--- config.mk ---
export PLATFORM = sky130hd
export DESIGN_NAME = nibble_serial_adder_ctrl_flat
export DESIGN_NICKNAME = d
export VERILOG_FILES = /design/src/rtl/nibble_serial_adder_ctrl_if.sv /design/src/rtl/nibble_serial_adder_ctrl.sv /design/src/flat_wrapper.sv
export SDC_FILE = /design/constraint.sdc
export NUM_CORES = 1
export LEC_CHECK = 0
export CORE_UTILIZATION = 62
export CTS_CLUSTER_DIAMETER = 50
export CTS_CLUSTER_SIZE = 24
export DETAILED_ROUTE_END_ITERATION = 10
export DONT_BUFFER_PORTS = 1
export GPL_TIMING_DRIVEN = 0
export PLACE_DENSITY = 0.83
export SYNTH_ARGS = -nofsm -noshare
export SYNTH_HDL_FRONTEND = slang
export SYNTH_SLANG_ARGS = --single-unit
--- constraint.sdc ---
create_clock -name clk -period 1.88 [get_ports clk]
set_input_delay 0.188 -clock clk [delete_from_list [all_inputs] [get_ports clk]]
set_output_delay 0.188 -clock clk [all_outputs]
set_load 0.005 [all_outputs]
--- src/rtl/nibble_serial_adder_ctrl_if.sv ---
// rtl/nibble_serial_adder_ctrl_if.sv - request/result handshake and shared 4-bit adder bus
interface nibble_serial_adder_ctrl_if #(
  parameter int WIDTH = 16
);
  // Requester side
  logic             start;
  logic [WIDTH-1:0] op_a;
  logic [WIDTH-1:0] op_b;
  logic             cin;
  logic             busy;
  logic             done;
  logic [WIDTH-1:0] result;
  logic             cout;

  // External combinational 4-bit adder side
  logic [3:0]       add_a;
  logic [3:0]       add_b;
  logic             add_cin;
  logic [3:0]       add_sum;
  logic             add_cout;

  // The environment: requesting datapath plus the adder instance
  modport master (
    output start, op_a, op_b, cin, add_sum, add_cout,
    input  busy, done, result, cout, add_a, add_b, add_cin
  );

  // The sequencer
  modport slave (
    input  start, op_a, op_b, cin, add_sum, add_cout,
    output busy, done, result, cout, add_a, add_b, add_cin
  );
endinterface

--- src/rtl/nibble_serial_adder_ctrl.sv ---
// rtl/nibble_serial_adder_ctrl.sv - WIDTH-bit adder sequenced through one shared 4-bit adder
module nibble_serial_adder_ctrl #(
  parameter int WIDTH = 16  // multiple of 4, at least 8
) (
  input  logic                       clk,
  input  logic                       rst_n,
  nibble_serial_adder_ctrl_if.slave  bus
);

  localparam int NIBBLES = WIDTH / 4;
  localparam int IDX_W   = $clog2(NIBBLES);
  localparam logic [IDX_W-1:0] LAST_IDX = IDX_W'(NIBBLES - 1);

  typedef enum logic [1:0] {
    S_IDLE = 2'd0,
    S_RUN  = 2'd1,
    S_DONE = 2'd2
  } state_t;

  state_t           state;
  state_t           state_nxt;

  logic [IDX_W-1:0] idx;
  logic             carry;
  logic [WIDTH-1:0] a_q;
  logic [WIDTH-1:0] b_q;
  logic [WIDTH-1:0] result_q;
  logic             cout_q;

  logic             accept;
  logic             last_pass;

  // A request is taken only from IDLE; RUN/DONE ignore start (no queueing)
  assign accept    = (state == S_IDLE) && bus.start;
  assign last_pass = (state == S_RUN) && (idx == LAST_IDX);

  // State register
  always_ff @(posedge clk or negedge rst_n) begin
    if (!rst_n) begin
      state <= S_IDLE;
    end else begin
      state <= state_nxt;
    end
  end

  // Next-state: IDLE -> RUN on accept, RUN -> DONE after the top nibble, DONE -> IDLE always
  always_comb begin
    state_nxt = state;
    case (state)
      S_IDLE:  if (bus.start) state_nxt = S_RUN;
      S_RUN:   if (idx == LAST_IDX) state_nxt = S_DONE;
      S_DONE:  state_nxt = S_IDLE;
      default: state_nxt = S_IDLE;
    endcase
  end

  // Datapath: latch operands on accept, then write one sum nibble per RUN cycle and chain the carry
  always_ff @(posedge clk or negedge rst_n) begin
    if (!rst_n) begin
      idx      <= '0;
      carry    <= 1'b0;
      a_q      <= '0;
      b_q      <= '0;
      result_q <= '0;
      cout_q   <= 1'b0;
    end else if (accept) begin
      a_q   <= bus.op_a;
      b_q   <= bus.op_b;
      carry <= bus.cin;
      idx   <= '0;
    end else if (state == S_RUN) begin
      result_q[{idx, 2'b00} +: 4] <= bus.add_sum;
      carry                       <= bus.add_cout;
      if (last_pass) begin
        // Park idx at 0 so it never steps past the top nibble for non-power-of-2 NIBBLES
        cout_q <= bus.add_cout;
        idx    <= '0;
      end else begin
        idx <= idx + IDX_W'(1);
      end
    end
  end

  // Outputs: status decode and adder drive, adder inputs held at 0 outside RUN
  always_comb begin
    bus.busy    = (state != S_IDLE);
    bus.done    = (state == S_DONE);
    bus.result  = result_q;
    bus.cout    = cout_q;
    bus.add_a   = 4'h0;
    bus.add_b   = 4'h0;
    bus.add_cin = 1'b0;
    if (state == S_RUN) begin
      bus.add_a   = a_q[{idx, 2'b00} +: 4];
      bus.add_b   = b_q[{idx, 2'b00} +: 4];
      bus.add_cin = carry;
    end
  end

endmodule
--- src/flat_wrapper.sv ---
// flat-port wrapper written by rule: the top's interface ports become plain ports
module nibble_serial_adder_ctrl_flat 
#(
  parameter int WIDTH = 16                              
)
  (clk, rst_n, bus_start, bus_op_a, bus_op_b, bus_cin, bus_add_sum, bus_add_cout, bus_busy, bus_done, bus_result, bus_cout, bus_add_a, bus_add_b, bus_add_cin);
  nibble_serial_adder_ctrl_if #(.WIDTH(WIDTH)) bus_i ();
  input  logic clk;
  input  logic rst_n;
  input wire logic [$bits(bus_i.start)-1:0] bus_start;
  input wire logic [$bits(bus_i.op_a)-1:0] bus_op_a;
  input wire logic [$bits(bus_i.op_b)-1:0] bus_op_b;
  input wire logic [$bits(bus_i.cin)-1:0] bus_cin;
  input wire logic [$bits(bus_i.add_sum)-1:0] bus_add_sum;
  input wire logic [$bits(bus_i.add_cout)-1:0] bus_add_cout;
  output wire logic [$bits(bus_i.busy)-1:0] bus_busy;
  output wire logic [$bits(bus_i.done)-1:0] bus_done;
  output wire logic [$bits(bus_i.result)-1:0] bus_result;
  output wire logic [$bits(bus_i.cout)-1:0] bus_cout;
  output wire logic [$bits(bus_i.add_a)-1:0] bus_add_a;
  output wire logic [$bits(bus_i.add_b)-1:0] bus_add_b;
  output wire logic [$bits(bus_i.add_cin)-1:0] bus_add_cin;
  assign bus_i.start = bus_start;
  assign bus_i.op_a = bus_op_a;
  assign bus_i.op_b = bus_op_b;
  assign bus_i.cin = bus_cin;
  assign bus_i.add_sum = bus_add_sum;
  assign bus_i.add_cout = bus_add_cout;
  assign bus_busy = bus_i.busy;
  assign bus_done = bus_i.done;
  assign bus_result = bus_i.result;
  assign bus_cout = bus_i.cout;
  assign bus_add_a = bus_i.add_a;
  assign bus_add_b = bus_i.add_b;
  assign bus_add_cin = bus_i.add_cin;
  nibble_serial_adder_ctrl #(.WIDTH(WIDTH)) u_core (.clk(clk), .rst_n(rst_n), .bus(bus_i));
endmodule
==> impl_metrics.yaml <==
logic_synthesis:
  synthTopCellsByArea: "dfrtp_1, mux2_4, mux2i_1"
  async_reset_ff_share_pct: 100
  synth-edff-count: 0
  synth.yosys.seq_area_share_pct: 52.7
  syn_nets: 231
  yosys.area.top_type: "dfrtp_1"
  syn_avg_cell_area_sq_um: 13.9
  ys.warnings.count: 0
  synth_ff_type: "dfrtp_1"
  synth_top_area_share_pct: 52.7
  yosysUniqueCellTypes: 28
  syn_area_sq_um: 2570
  syn_inst: 185
  yosysMostFrequentCell: "dfrtp_1"
  synth_seq_cells: 54
  synth_top_cells_by_count: "dfrtp_1, mux2_4, mux2i_1"
placed_design:
  place.gp.congestion: 0.778
  place_ws_ns: -0.0594
  dp_hpwl_mm: 3.75
  dp_cells: 235
  port_buffers: 0
  place_area_sq_um: 2630
timing:
  layout_setup_ws_ns: 0.0780
  setup_violations: 0
  post-route-period-util_pct: 95.9
  max-slew-margin-rel_pct: 72.9
  rsz0062_at_grt: "false"
  skew_ns: 0.00816
  finalHoldViolCount: 0
  slew_violations: 0
  fmax_ghz: 0.555
  worst_pin_slew_ns: 0.406
  fin_crit_ns: 1.80
cells_and_area:
  stdcell_area_sq_um: 2850
  drive_gt1_share_pct: 32.5
  num-nets-final: 246
  area_growth_pct: 11.2
  fin_cells: 250
  final_util_pct: 71.3
  antenna_cells: 0
power:
  cellPowerDensity_nw_per_um2: 1770
  p_int_w: 0.00325
  cellLeakagePower_nw: 1.31
  peakVddDrop_mv: 1.09
  seq_power_share_pct: 40.7
  net-switching-power_w: 0.00179
  comb_power_share_pct: 47.0
  p_clk_share_pct: 12.3
  switching_share_pct: 35.5
critical_path:
  cp-end-kind: "output port"
  worstPathMaxFanout: 10
  cp_data_arrival_time_ns: 1.61
  critical_path_class: "register to output port"
  worstPathRequired_ns: 1.69
  start_kind: "register"
floorplanning:
  fp.dieH_um: 66.3
  num_io_pins: 69
  rows: 23
  chipWidth_um: 66.3
  core_sq_um: 4000
  dieArea_sq_um: 4400
  start_util_pct: 64.2
clock_tree:
  h-tree-depth: 2
  cts.clk_slew.worst_paths_ns: 0.09
  tritoncts: "built"
  cts_buffers: 5
  clk_latency_ns: 0.31
  cts.sinks: 54
  clk_path_buf_depth: 2
  cts-root-buf: "clkbuf_8"
route:
  drcViolationCount: 0
  firstDrtPassIters: 4
  wl_per_cell_um: 20.8
  drt_wl_total_mm: 5.21
  ant_nets: 0
  vias: 1534
  drt_iter0_drc: 84
  via_per_inst: 6.14
global_routing:
  antenna_found_initial: 0
  grt_max_degree: 55
  grt_pass1_wl_mm: 8.16
  grtUsageTotal_pct: 26.1
  grt_overflow: 0
  grt_pass1_vias: 1637
outcome:
  status: "completed"
flow_run:
  cap_violations: 0
min_path:
  min_path_type: "input port to register"
-- layout by cell type (no fill, tap or decap), types with 5 or more instances in the layout --
cell	Yosys	routed
dfrtp_1	54	53
o21ai_0	5	5
buf_6	4	5
nand2_1	15	13
mux2_4	29	29
inv_1	6	6
a22o_1	8	8
clkbuf_8	0	5
buf_4	3	7
o22ai_1	11	7
mux2i_1	16	16
nand3_1	5	5
-- cells by family after synthesis --
group	Yosys count	synth area share (%)
DFF	54	52.7
muxes	49	25.0
and+or+nand+nor	33	7.85
AOI/OAI and AO/OA	31	8.58
buffers and inverters	13	3.51
adders and majority gates	5	2.44
-- routing by layer --
metal / vias up / track usage (%) / part of all wire (%) / routed length (um)
li1: 702 / - / - / -
met1: 762 / 28.9 / 39 / 2040
met2: 62 / 45.7 / 53 / 2750
met3: 8 / 8.10 / 6.4 / 332
met4: 0 / 11.7 / 1.7 / 87
met5: - / 0 / 0 / 0
-- sequential cells by signal, indices dropped and copies added, names as in the netlist --
name / flops
u_core.idx: 2
u_core.b_q: 16
u_core.carry: 1
u_core.state: 2
u_core.bus.cout: 1
u_core.a_q: 16
u_core.bus.result: 16
-- final cells by class --
class,count,area (sq um)
flip-flops and latches,54,1350
well taps,50,62.6
fillers,272,1150
clock buffers,7,76.3
inverters,6,22.5
multi-input cells,118,1180
repair buffers,8,85.1
plain buffers,7,71.3
-- stage by stage --
stage	setup TNS [ns]	power, W	hold slack (ns)
floorplan	0	0.00372	-0.108
global placement	0	0.00402	-0.106
detailed placement	-0.516	0.00417	-0.107
CTS	0	0.00484	0.00177
global route	0	0.00536	0.0000325
finish	0	0.00505	0.00777
-- worst max-delay path, stage by stage, from the launching register on --
cell     delay, ns
dfrtp_2       0.47
and2b_1       0.21
buf_4         0.17
nand2_2       0.19
o22ai_1       0.27
-- power groups by stage --
stage               Sequential (W)  Combinational (W)  Clock, W
floorplan                  0.00195            0.00177         0
global placement           0.00203            0.00199         0
detailed placement         0.00208            0.00209         0
CTS                        0.00205            0.00217  0.000620
global route               0.00211            0.00257  0.000675
finish                     0.00205            0.00237  0.000621
-- final timing paths --
kind                                                endpoint  slack, ns  cells after the start                   startpoint
setup / recovery                                bus_add_a[3]       0.08                      4  u_core.state[1]$_DFFE_PN0P_
hold / removal             u_core.bus.result[12]$_DFFE_PN0P_      0.008                      2               bus_add_sum[0]
setup reg to reg           u_core.bus.result[13]$_DFFE_PN0P_       0.13                      6    u_core.idx[0]$_DFFE_PN0P_
hold reg to reg                    u_core.a_q[3]$_DFFE_PN0P_       0.52                      1    u_core.a_q[3]$_DFFE_PN0P_
max in group asynchronous          u_core.a_q[6]$_DFFE_PN0P_       1.26                      2                        rst_n
min in group asynchronous  u_core.bus.result[12]$_DFFE_PN0P_       0.38                      2                        rst_n
-- repair_timing --
item / 4_1_cts / 5_1_grt
hold buffers: 2 / 1
resized for setup: 2 / 10
setup endpoints to repair: 12 / 20
endpoints found under the hold margin: 54 / 1
setup buffers: 1 / 4
pin swaps: 0 / 1
(Power assumes the default switching activity.)
